File: config.mk
export PLATFORM = sky130hd
export DESIGN_NAME = port_rd_sram_matcher
export DESIGN_NICKNAME = d
export VERILOG_FILES = /design/src/rtl/hydra_pkg.sv /design/src/rtl/port_rd_sram_matcher.sv
export SDC_FILE = /design/constraint.sdc
export NUM_CORES = 1
export LEC_CHECK = 0
export ABC_AREA = 1
export CORE_MARGIN = 2
export CORE_UTILIZATION = 50
export CTS_CLUSTER_DIAMETER = 200
export DETAILED_ROUTE_END_ITERATION = 8
export PLACE_DENSITY = 0.83
export REMOVE_ABC_BUFFERS = 1
export SLEW_MARGIN = 20
export SYNTH_ARGS = -nofsm -noshare
export SYNTH_HDL_FRONTEND = slang
export SYNTH_SLANG_ARGS = --single-unit
export TNS_END_PERCENT = 10
File: constraint.sdc
create_clock -name clk -period 1.55 [get_ports clk]
set_clock_uncertainty 0.05 [all_clocks]
set_input_delay 0.155 -clock clk [delete_from_list [all_inputs] [get_ports clk]]
set_output_delay 0.155 -clock clk [all_outputs]
set_load 0.01 [all_outputs]
File: src/rtl/hydra_pkg.sv
// Shared constants and enums for the port read-side SRAM matcher.
package hydra_pkg;

    localparam int SRAM_NUM   = 32;
    localparam int SRAM_IDX_W = 5;
    localparam int AMOUNT_W   = 9;

    typedef enum logic [1:0] {
        MATCH_FIRST  = 2'd0,
        MATCH_MAX    = 2'd1,
        MATCH_THRESH = 2'd2
    } match_mode_e;

    typedef enum logic [1:0] {
        ST_IDLE = 2'd0,
        ST_SCAN = 2'd1,
        ST_DONE = 2'd2
    } match_state_e;

endpackage

File: src/rtl/port_rd_sram_matcher.sv
// Scans all SRAMs for queued packets of this port and reports the best one.
// Optional RD_MATCH_FAIR_START_EN rotates the scan start past the last winner.
module port_rd_sram_matcher #(
    parameter int SRAM_NUM = hydra_pkg::SRAM_NUM,
    parameter int AMOUNT_W = hydra_pkg::AMOUNT_W
) (
    input  logic                             clk,
    input  logic                             rst,
    input  logic [1:0]                       match_mode,
    input  logic [4:0]                       match_threshold,
    input  logic                             match_enable,
    input  logic [AMOUNT_W-1:0]              packet_amount,
    input  logic                             accessible,
    output logic [hydra_pkg::SRAM_IDX_W-1:0] matching_next_sram,
    output logic [hydra_pkg::SRAM_IDX_W-1:0] matching_best_sram,
    output logic                             match_end,
    output logic                             match_found
);
    import hydra_pkg::*;

    localparam int CNT_W = $clog2(SRAM_NUM + 1);
    localparam logic [CNT_W-1:0] SRAM_CNT = CNT_W'(SRAM_NUM);
    localparam logic [CNT_W-1:0] LAST_CNT = CNT_W'(SRAM_NUM - 1);

    match_state_e            state_reg, state_next;
    logic [SRAM_IDX_W-1:0]   start_ptr_reg;
    logic [SRAM_IDX_W-1:0]   scan_ptr_reg;
    logic [SRAM_IDX_W-1:0]   prev_idx_reg;
    logic                    prev_valid_reg;
    logic [CNT_W-1:0]        issue_cnt_reg;
    logic [CNT_W-1:0]        eval_cnt_reg;
    logic [1:0]              mode_reg;
    logic [AMOUNT_W-1:0]     thresh_reg;
    logic [SRAM_IDX_W-1:0]   best_idx_reg;
    logic [AMOUNT_W-1:0]     best_amt_reg;
    logic                    found_reg;

    logic cand;
    logic is_first;
    logic stop_hit;
    logic better;
    logic last_eval;

    // Evaluation of the index presented one cycle earlier.
    always_comb begin
        cand      = accessible && (packet_amount != '0);
        is_first  = (mode_reg == MATCH_FIRST) || (mode_reg == 2'd3);
        stop_hit  = 1'b0;
        better    = 1'b0;
        if (prev_valid_reg && cand) begin
            if (is_first) begin
                stop_hit = 1'b1;
            end else if ((mode_reg == MATCH_THRESH) && (packet_amount >= thresh_reg)) begin
                stop_hit = 1'b1;
            end else if (packet_amount > best_amt_reg) begin
                better = 1'b1;
            end
        end
        last_eval = prev_valid_reg && (eval_cnt_reg == LAST_CNT);
    end

    always_ff @(posedge clk or posedge rst) begin
        if (rst) begin
            state_reg <= ST_IDLE;
        end else begin
            state_reg <= state_next;
        end
    end

    always_comb begin
        state_next = state_reg;
        case (state_reg)
            ST_IDLE: begin
                if (match_enable) state_next = ST_SCAN;
            end
            ST_SCAN: begin
                if (!match_enable)             state_next = ST_IDLE;
                else if (stop_hit || last_eval) state_next = ST_DONE;
            end
            ST_DONE: state_next = ST_IDLE;
            default: state_next = ST_IDLE;
        endcase
    end

    always_comb begin
        match_end          = (state_reg == ST_DONE);
        match_found        = (state_reg == ST_DONE) && found_reg;
        matching_next_sram = (state_reg == ST_IDLE) ? start_ptr_reg : scan_ptr_reg;
        matching_best_sram = best_idx_reg;
    end

    always_ff @(posedge clk or posedge rst) begin
        if (rst) begin
            start_ptr_reg  <= '0;
            scan_ptr_reg   <= '0;
            prev_idx_reg   <= '0;
            prev_valid_reg <= 1'b0;
            issue_cnt_reg  <= '0;
            eval_cnt_reg   <= '0;
            mode_reg       <= 2'd0;
            thresh_reg     <= '0;
            best_idx_reg   <= '0;
            best_amt_reg   <= '0;
            found_reg      <= 1'b0;
        end else begin
            prev_valid_reg <= 1'b0;
            case (state_reg)
                ST_IDLE: begin
                    if (match_enable) begin
                        scan_ptr_reg  <= start_ptr_reg;
                        issue_cnt_reg <= '0;
                        eval_cnt_reg  <= '0;
                        mode_reg      <= match_mode;
                        thresh_reg    <= AMOUNT_W'(match_threshold);
                        best_idx_reg  <= '0;
                        best_amt_reg  <= '0;
                        found_reg     <= 1'b0;
                    end
                end
                ST_SCAN: begin
                    if (!match_enable) begin
                        best_idx_reg <= '0;
                        best_amt_reg <= '0;
                        found_reg    <= 1'b0;
                    end else begin
                        // The pointer parks on the last index so the final cycle
                        // only evaluates and issues nothing new.
                        if (issue_cnt_reg < SRAM_CNT) begin
                            issue_cnt_reg  <= issue_cnt_reg + 1'b1;
                            prev_valid_reg <= 1'b1;
                            prev_idx_reg   <= scan_ptr_reg;
                            if (issue_cnt_reg != LAST_CNT) begin
                                scan_ptr_reg <= scan_ptr_reg + 1'b1;
                            end
                        end
                        if (prev_valid_reg) begin
                            eval_cnt_reg <= eval_cnt_reg + 1'b1;
                        end
                        if (stop_hit || better) begin
                            best_idx_reg <= prev_idx_reg;
                            best_amt_reg <= packet_amount;
                            found_reg    <= 1'b1;
                        end
                    end
                end
                ST_DONE: begin
`ifdef RD_MATCH_FAIR_START_EN
                    if (found_reg) begin
                        start_ptr_reg <= best_idx_reg + 1'b1;
                    end
`endif
                end
                default: ;
            endcase
        end
    end

endmodule

==> impl_metrics.env, run 1 <==
export IMPL_min_path_type="in2async"
export IMPL_die_area_mm2=0.00568
export IMPL_holdWs_ns=0.124
export IMPL_syn_inst=294
export IMPL_grt_max_degree=48
export IMPL_finish_utilization=0.711
export IMPL_cts_tree="yes"
export IMPL_clk_pin_slew_ns=0.10
export IMPL_cts_htree_levels=2
export IMPL_ys_types=35
export IMPL_drtIter0Drc=125
export IMPL_synth_area_leaders="dfrtp_1 (46%), nand2_1 (12%), ha_1 (8.8%)"
export IMPL_worstPathCellList="inv_1 > ha_4 > a21o_1 > nor2_1 > nand3_1 > nand3_2 > nand3_4 > buf_6 > nand3_1 > nand2_1"
export IMPL_cp_end_kind="register"
export IMPL_final_nets=403
export IMPL_crit_top_cell="nand3_1"
export IMPL_totalWireLength_um=5800
export IMPL_cts_sinks=47
export IMPL_clock_path_buffers=2
export IMPL_final_cell_area_mm2=0.00343
export IMPL_ys_ff_latch=47
export IMPL_finalSetupViolations=16
export IMPL_largest_reg_flops=9
export IMPL_synth_area_per_cell_um2=8.66
export IMPL_clkPwrFrac=0.215
export IMPL_drv_cap=0
export IMPL_pin_count=32
export IMPL_core_mm2=0.00482
export IMPL_vias_per_cell=5.12
export IMPL_layout_drive_gt1_share=0.243
export IMPL_setup_slack_ns=-0.272
export IMPL_relSlewSlack=0.611
export IMPL_grt_pass1_vias=2166
export IMPL_power_switching_mw=1.53
export IMPL_ant_nets=0
export IMPL_antenna_found_initial=0
export IMPL_yosysTopAreaCell="dfrtp_1"
export IMPL_vias=2217
export IMPL_synthTopCellsByCount="nand2_1 (81), dfrtp_1 (47), inv_1 (38)"
export IMPL_drc=0
export IMPL_worstMarginPinSlew_ns=0.577
export IMPL_synth_ff_type="dfrtp_1"
export IMPL_max_freq_ghz=0.549
export IMPL_yosysMostFrequentCell="nand2_1"
export IMPL_post_drt_wl_per_cell_um=13.4
export IMPL_synth_top_area_share=0.462
export IMPL_min_period_over_period=1.18
export IMPL_critPathKind="reg2reg"
export IMPL_ys_seq_area_frac=0.462
export IMPL_critPathTopFamily="simple AND/OR/NAND/NOR gates"
export IMPL_placed_cell_area_mm2=0.00315
export IMPL_final_setup_tns_ns=-3.28
export IMPL_nFillCells=377
export IMPL_die_w_um=75.3
export IMPL_grtUsageTotal=0.216
export IMPL_outcome="finished, violations left"
export IMPL_combPwrFrac=0.372
export IMPL_grt_first_pass_wirelength_um=9350
export IMPL_synth_async_sr_flop_share=1.00
export IMPL_die_h_um=75.3
export IMPL_syn_cell_area_mm2=0.00254
export IMPL_initial_core_util=0.528
export IMPL_hold_viol_final=0
export IMPL_clk_latency_ns=0.31
export IMPL_cpPeakStageDelay_ns=0.39
export IMPL_slew_violations=0
export IMPL_port_buffer_count=31
export IMPL_swShare=0.354
export IMPL_overflow=0
export IMPL_root_buffer="clkbuf_8"
export IMPL_ir_worst_vdd_mv=0.902
export IMPL_p_int_mw=2.80
export IMPL_p_leak_nw=1.71
export IMPL_cts_hold_buf=0
export IMPL_cp_arrival_ns=1.97
export IMPL_crit_fanout=7
export IMPL_p_total_mw=4.34
export IMPL_area_growth_pct=34.7
export IMPL_power_density_mw_per_mm2=1270
export IMPL_num_rows=25
export IMPL_critPathLaunchType="register"
export IMPL_cpMaxStageDelayCell="dfrtp_1"
export IMPL_yosys_warnings=5
export IMPL_p_seq_frac=0.414
export IMPL_cp_required_ns=1.70
export IMPL_gp_congestion=0.813
export IMPL_dp_hpwl_um=3970
export IMPL_failed_checks="setup timing"
export IMPL_num_antenna_cells=0
export IMPL_dr_pass1_iters=5
export IMPL_critPathBufInv=2
export IMPL_cts_buffers=5
export IMPL_rsz0062_at_grt="true"
export IMPL_layout_min_cycle_time_ns=1.82
export IMPL_synth_edf_count=0
-- area by class of cell --
type | count | area (um2) | share of cell area
clock buffer | 5 | 68.8 | 0.0201
clock inverter | 3 | 46.3 | 0.0135
inverter | 43 | 164 | 0.0478
multi-input combinational | 200 | 1280 | 0.372
sequential | 47 | 1180 | 0.344
tap | 67 | 83.8 | 0.0245
timing repair buffer | 68 | 611 | 0.178
-- power groups by stage --
| stage | logic, mW | registers [mW] | clock network (mW) |
|---|---|---|---|
| CTS | 1.50 | 1.79 | 0.943 |
| global placement | 1.38 | 1.80 | 0 |
| detailed placement | 1.45 | 1.81 | 0 |
| finish | 1.61 | 1.79 | 0.931 |
| global route | 1.80 | 1.84 | 0.998 |
| floorplan | 0.811 | 1.81 | 0 |
-- layout by cell type (no fill, tap or decap), types with 3 or more instances in the layout --
cell / count
nand2_1: 77
dfrtp_1: 46
inv_1: 36
buf_4: 33
clkdlybuf4s50_1: 27
nand3_1: 16
ha_1: 16
o21ai_0: 14
a21oi_1: 12
nor2_1: 12
nand3_2: 8
nor2_4: 6
nand2_2: 6
inv_2: 5
clkbuf_8: 5
xor2_1: 4
o21ai_1: 3
nor2_2: 3
buf_6: 3
-- logic make-up after synthesis --
kind of cell    after synthesis  synth area share
simple gates                142             0.277
buf+inv                      47            0.0752
flops                        47             0.462
compound gates               36            0.0836
fa+ha+maj                    18            0.0885
xor+xnor                      4            0.0138
-- path summary, 6_finish.rpt --
kind	start	to	slack (ns)	cells past startpoint
setup / recovery	best_amt_reg[8]	best_amt_reg[6]	-0.27	10
hold / removal	rst	issue_cnt_reg[1]	0.12	3
setup reg to reg	best_amt_reg[8]	best_amt_reg[6]	-0.27	10
hold reg to reg	prev_idx_reg[3]	prev_idx_reg[3]	0.43	2
max in group asynchronous	rst	state_reg[0]	1.08	3
min in group clk	packet_amount[0]	best_amt_reg[0]	0.19	4
-- metrics by stage --
stage | instances | worst slack (ns)
2_1_floorplan | 290 | -0.113
5_1_grt | 433 | -0.360
4_1_cts | 430 | -0.215
3_3_place_gp | 418 | -0.556
3_5_place_dp | 418 | -0.624
6_report | 433 | -0.272
-- layer usage --
metal,global-route usage,wire (um)
met3,0.0397,267
met4,0.0663,108
met2,0.385,2930
met5,0,0
met1,0.266,2500
-- worst register-to-register path, cell delays in order, from the launching register on --
cell and delay (ns):
dfrtp_1 0.39, inv_1 0.11, ha_4 0.21, a21o_1 0.15
nor2_1 0.13, nand3_1 0.11, nand3_2 0.09, nand3_4 0.14
buf_6 0.18, nand3_1 0.09, nand2_1 0.07
-- what timing repair did --
action	4_1_cts	5_1_grt
buffers inserted	4	3
endpoints found under the setup margin	18	23
gates resized for setup	7	24
pin swaps	1	4
Note: power is estimated with default switching activity, not from simulation.
==> inputs of run 2 (changes only) <==
Settings changed: CORE_UTILIZATION 50 to 52, CTS_BUF_LIST set to sky130_fd_sc_hd__clkbuf_4, PLACE_DENSITY 0.83 to 0.86.
==> impl_metrics.env, run 2 (synthesis gave the netlist of run 1 again) <==
export IMPL_dr_pass1_iters=4
export IMPL_clk_pin_slew_ns=0.14
export IMPL_critPathTopFamily="simple AND/OR/NAND/NOR gates"
export IMPL_holdWs_ns=0.0892
export IMPL_power_density_mw_per_mm2=1180
export IMPL_final_cell_mix="nand2_1 (69), dfrtp_1 (47), buf_4 (46), inv_1 (32), clkdlybuf4s50_1 (27)"
export IMPL_layout_min_cycle_time_ns=1.89
export IMPL_die_w_um=74.0
export IMPL_max_freq_ghz=0.528
export IMPL_cts_hold_buf=0
export IMPL_multiInputGateArea_mm2=0.00143
export IMPL_num_antenna_cells=0
export IMPL_relSlewSlack=0.588
export IMPL_overflow=0
export IMPL_post_drt_wl_per_cell_um=15.4
export IMPL_initial_core_util=0.539
export IMPL_slew_violations=0
export IMPL_drc=0
export IMPL_p_seq_frac=0.428
export IMPL_regArea_mm2=0.00118
export IMPL_crit_top_cell="nand2_1"
export IMPL_root_buffer="clkbuf_4"
export IMPL_swShare=0.384
export IMPL_gp_congestion=0.853
export IMPL_pin_count=32
export IMPL_crit_fanout=8
export IMPL_crit_path_start="best_amt_reg[3]"
export IMPL_dp_hpwl_um=4100
export IMPL_min_path_type="in2async"
export IMPL_drtIter0Drc=105
export IMPL_totalWireLength_um=6850
export IMPL_combPwrFrac=0.443
export IMPL_final_setup_tns_ns=-5.16
export IMPL_finish_utilization=0.757
export IMPL_worstPathCellList="inv_1 > ha_1 > nand2_2 > inv_1 > nand2_1 > nand2_1 > nand2_1 > nand3_2 > nand3_4 > nand3_4 > nand2_8 > nand2_1 > nand2_1"
export IMPL_cp_arrival_ns=2.14
export IMPL_p_int_mw=2.59
export IMPL_power_switching_mw=1.61
export IMPL_largest_reg_flops=9
export IMPL_worstMarginPinSlew_ns=0.614
export IMPL_cpPeakStageDelay_ns=0.38
export IMPL_dp_cells=424
export IMPL_drv_cap=0
export IMPL_rsz0062_at_grt="true"
export IMPL_final_nets=416
export IMPL_area_growth_pct=40.5
export IMPL_failed_checks="setup timing"
export IMPL_cpMaxStageDelayCell="dfrtp_1"
export IMPL_clkPwrFrac=0.129
export IMPL_min_period_over_period=1.22
export IMPL_critPathKind="reg2reg"
export IMPL_ir_worst_vdd_mv=1.14
export IMPL_grt_first_pass_wirelength_um=10000
export IMPL_setup_slack_ns=-0.344
export IMPL_cp_required_ns=1.80
export IMPL_grtUsageTotal=0.242
export IMPL_final_common_cell="nand2_1"
export IMPL_hold_viol_final=0
export IMPL_grt_pass1_vias=2250
export IMPL_final_cell_area_mm2=0.00357
export IMPL_clk_latency_ns=0.35
export IMPL_layout_drive_gt1_share=0.312
export IMPL_cts_sinks=47
export IMPL_cp_end_kind="register"
export IMPL_num_rows=25
export IMPL_core_mm2=0.00472
export IMPL_die_area_mm2=0.00547
export IMPL_ant_nets=0
export IMPL_layout_cells_non_filler=445
export IMPL_placed_cell_area_mm2=0.00319
export IMPL_antenna_found_initial=0
export IMPL_outcome="finished, violations left"
export IMPL_cts_htree_levels=2
export IMPL_nFillCells=311
export IMPL_p_leak_nw=1.76
export IMPL_clock_path_buffers=2
export IMPL_critPathLaunchType="register"
export IMPL_vias=2314
export IMPL_grt_max_degree=48
export IMPL_critPathBufInv=2
export IMPL_timing_rr_start="best_amt_reg[3]"
export IMPL_port_buffer_count=31
export IMPL_vias_per_cell=5.20
export IMPL_p_total_mw=4.20
export IMPL_die_h_um=74.0
export IMPL_finalSetupViolations=20
export IMPL_cts_tree="yes"
export IMPL_pre_cts_ws_ns=-0.652
export IMPL_cts_buffers=5
-- run 2: changes by cell type in the layout (fill, tap and decap cells not counted), sizes merged, moves of 2 or more --
cell and change:
buf +11, clkinv +2, dlygate4sd2 +2, dlymetal6s2s -2, nand3 +2
-- run 2: final timing paths --
| path | to | slack, ns | depth (start not counted) |
|---|---|---|---|
| worst max-delay path | found_reg | -0.34 | 13 |
| worst min-delay path | matching_best_sram[4] | 0.09 | 3 |
| worst max register to register | found_reg | -0.34 | 13 |
| worst min register to register | matching_best_sram[0] | 0.44 | 2 |
| max in group asynchronous | best_amt_reg[1] | 1.15 | 3 |
| min in group clk | mode_reg[1] | 0.29 | 3 |
-- run 2: what timing repair did --
action,4_1_cts,5_1_grt
resized for setup,25,31
cloned,3,0
buffers inserted,6,5
pin swaps,9,8
endpoints found under the setup margin,21,29
-- run 2: layout make-up --
type,count,share of cell area
multi-input combinational,203,0.401
sequential,47,0.329
timing repair buffer,78,0.187
inverter,43,0.0459
tap,67,0.0235
clock buffer,5,0.0105
clock inverter,2,0.00385
-- run 2: power by group through the flow --
stage	clock network, mW	logic (mW)	registers (mW)
3_3_place_gp	0	1.42	1.80
2_1_floorplan	0	0.811	1.81
3_5_place_dp	0	1.50	1.82
4_1_cts	0.557	1.65	1.79
5_1_grt	0.614	2.05	1.83
6_report	0.543	1.86	1.80
-- run 2: worst reg2reg max path, stage by stage, from the launching register on --
cell and delay (ns):
dfrtp_1 0.38, inv_1 0.06, ha_1 0.28, nand2_2 0.10
inv_1 0.06, nand2_1 0.07, nand2_1 0.06, nand2_1 0.08
nand3_2 0.12, nand3_4 0.11, nand3_4 0.16, nand2_8 0.15
nand2_1 0.08, nand2_1 0.08
-- run 2: per-layer routing --
metal  GRT usage  vias up  share of wire
met2       0.422       78           0.53
met4      0.0889        0          0.027
met3      0.0461       18          0.041
li1            -     1115              -
met1       0.299     1103           0.40
met5           0        -              0
==> inputs of run 3 (changes only) <==
Settings changed: SKIP_CTS_REPAIR_TIMING set to 1.
==> impl_metrics.env, run 3 (synthesis gave the netlist of run 1 again) <==
export IMPL_relSlewSlack=0.745
export IMPL_power_density_mw_per_mm2=1160
export IMPL_ir_worst_vdd_mv=0.875
export IMPL_totalWireLength_um=5450
export IMPL_drtIter0Drc=83
export IMPL_grtUsageTotal=0.215
export IMPL_critPathBufInv=2
export IMPL_dp_cells=424
export IMPL_gr_usage_met2=0.366
export IMPL_p_leak_nw=1.73
export IMPL_post_drt_wl_per_cell_um=12.6
export IMPL_finalSetupViolations=17
export IMPL_area_growth_pct=30.6
export IMPL_critPathKind="reg2reg"
export IMPL_critPathTopFamily="simple AND/OR/NAND/NOR gates"
export IMPL_cts_buffers=5
export IMPL_ant_nets=0
export IMPL_grt_met1_usage=0.277
export IMPL_port_buffer_count=31
export IMPL_cpMaxStageDelayCell="dfrtp_1"
export IMPL_worstMarginPinSlew_ns=0.379
export IMPL_dr_pass1_iters=4
export IMPL_crit_fanout=13
export IMPL_min_path_type="in2async"
export IMPL_cp_end_kind="register"
export IMPL_dp_hpwl_um=4100
export IMPL_cts_tree="yes"
export IMPL_die_area_mm2=0.00547
export IMPL_drv_cap=0
export IMPL_grt_max_degree=48
export IMPL_vias=2143
export IMPL_setup_slack_ns=-0.321
export IMPL_clk_pin_slew_ns=0.13
export IMPL_final_cell_mix="nand2_1 (81), dfrtp_1 (45), inv_1 (37), buf_4 (37), clkdlybuf4s50_1 (25)"
export IMPL_vias_per_cell=4.94
export IMPL_critPathLaunchType="register"
export IMPL_num_rows=25
export IMPL_rsz0062_at_grt="true"
export IMPL_root_buffer="clkbuf_4"
export IMPL_failed_checks="setup timing"
export IMPL_hold_viol_final=0
export IMPL_grt_first_pass_wirelength_um=9050
export IMPL_cp_required_ns=1.75
export IMPL_grt_use_met3=0.0434
export IMPL_outcome="finished, violations left"
export IMPL_die_w_um=74.0
export IMPL_drc=0
export IMPL_initial_core_util=0.539
export IMPL_worstPathCellList="inv_1 > ha_1 > nand2_1 > nand2_1 > nor2_2 > nand2_1 > nand2_1 > nand2_1 > nand2_2 > nand3_4 > buf_12 > nand3_1 > nand2_1"
export IMPL_clk_latency_ns=0.35
export IMPL_cts_htree_levels=2
export IMPL_slew_violations=0
export IMPL_clock_path_buffers=2
export IMPL_layout_drive_gt1_share=0.210
export IMPL_layout_cells_non_filler=434
export IMPL_p_total_mw=3.87
export IMPL_nFillCells=346
export IMPL_final_nets=405
export IMPL_cts_sinks=47
export IMPL_grt_pass1_vias=2126
export IMPL_core_mm2=0.00472
export IMPL_min_period_over_period=1.21
export IMPL_cpPeakStageDelay_ns=0.38
export IMPL_pin_count=32
export IMPL_largest_reg_flops=9
export IMPL_final_common_cell="nand2_1"
export IMPL_antenna_found_initial=0
export IMPL_gp_congestion=0.853
export IMPL_num_antenna_cells=0
export IMPL_cp_arrival_ns=2.07
export IMPL_max_freq_ghz=0.534
export IMPL_top_usage_layer="met2"
export IMPL_overflow=0
export IMPL_layout_min_cycle_time_ns=1.87
export IMPL_die_h_um=74.0
export IMPL_crit_top_cell="nand2_1"
[run 3: cell types whose count changed in the layout (fill, tap and decap cells not counted), sizes merged]
cell           before  now
nand2              86   85
clkdlybuf4s50      27   25
dlygate4sd2         3    0
buf                48   39
dlymetal6s2s        0    6
nand3              27   25
[run 3: path summary, 6_finish.rpt]
| kind | depth (start not counted) | endpoint | start | slack [ns] |
|---|---|---|---|---|
| worst max-delay path | 13 | matching_best_sram[3] | thresh_reg[4] | -0.32 |
| worst min-delay path | 3 | scan_ptr_reg[0] | rst | 0.09 |
| worst max register to register | 13 | matching_best_sram[3] | thresh_reg[4] | -0.32 |
| worst min register to register | 2 | matching_best_sram[0] | matching_best_sram[0] | 0.44 |
| max in group asynchronous | 3 | state_reg[0] | rst | 1.14 |
| min in group clk | 3 | mode_reg[1] | match_mode[1] | 0.29 |
[run 3: worst register-to-register path: stages, from the launching register on]
cell and delay (ns):
dfrtp_1 0.38, inv_1 0.09, ha_1 0.26, nand2_1 0.08, nand2_1 0.06, nor2_2 0.12, nand2_1 0.06, nand2_1 0.06
nand2_1 0.06, nand2_2 0.09, nand3_4 0.12, buf_12 0.17, nand3_1 0.10, nand2_1 0.07
[run 3: where the power goes]
| group | switching (mW) | total, mW | internal, mW |
|---|---|---|---|
| combinational | 0.804 | 1.54 | 0.737 |
| clock | 0.368 | 0.537 | 0.169 |
| sequential | 0.232 | 1.79 | 1.56 |
| total | 1.40 | 3.87 | 2.46 |
[run 3: routing by layer]
| metal | vias up | share of wire |
|---|---|---|
| met5 | - | 0 |
| met4 | 0 | 0.012 |
| met3 | 9 | 0.033 |
| met2 | 41 | 0.52 |
| met1 | 1002 | 0.43 |
| li1 | 1091 | - |
[run 3: cell type report]
| cell class | count | area, um2 | area share |
|---|---|---|---|
| sequential | 47 | 1180 | 0.355 |
| timing repair buffer | 70 | 643 | 0.193 |
| inverter | 43 | 166 | 0.0501 |
| multi-input combinational | 200 | 1200 | 0.361 |
| tap | 67 | 83.8 | 0.0252 |
| clock buffer | 5 | 37.5 | 0.0113 |
| clock inverter | 2 | 13.8 | 0.00414 |
[run 3: metrics by stage]
stage | setup slack, ns | TNS [ns] | hold slack (ns) | util | cell area, um2
detailed placement | -0.652 | -10.88 | 0.410 | 0.676 | 3190
finish | -0.321 | -4.08 | 0.0866 | 0.704 | 3320
CTS | -0.454 | -7.32 | 0.0892 | 0.687 | 3250
floorplan | -0.113 | -1.69 | 0.222 | - | 2520
global route | -0.435 | -6.65 | 0.0985 | 0.704 | 3320
global placement | -0.573 | -9.47 | 0.405 | 0.676 | 3190
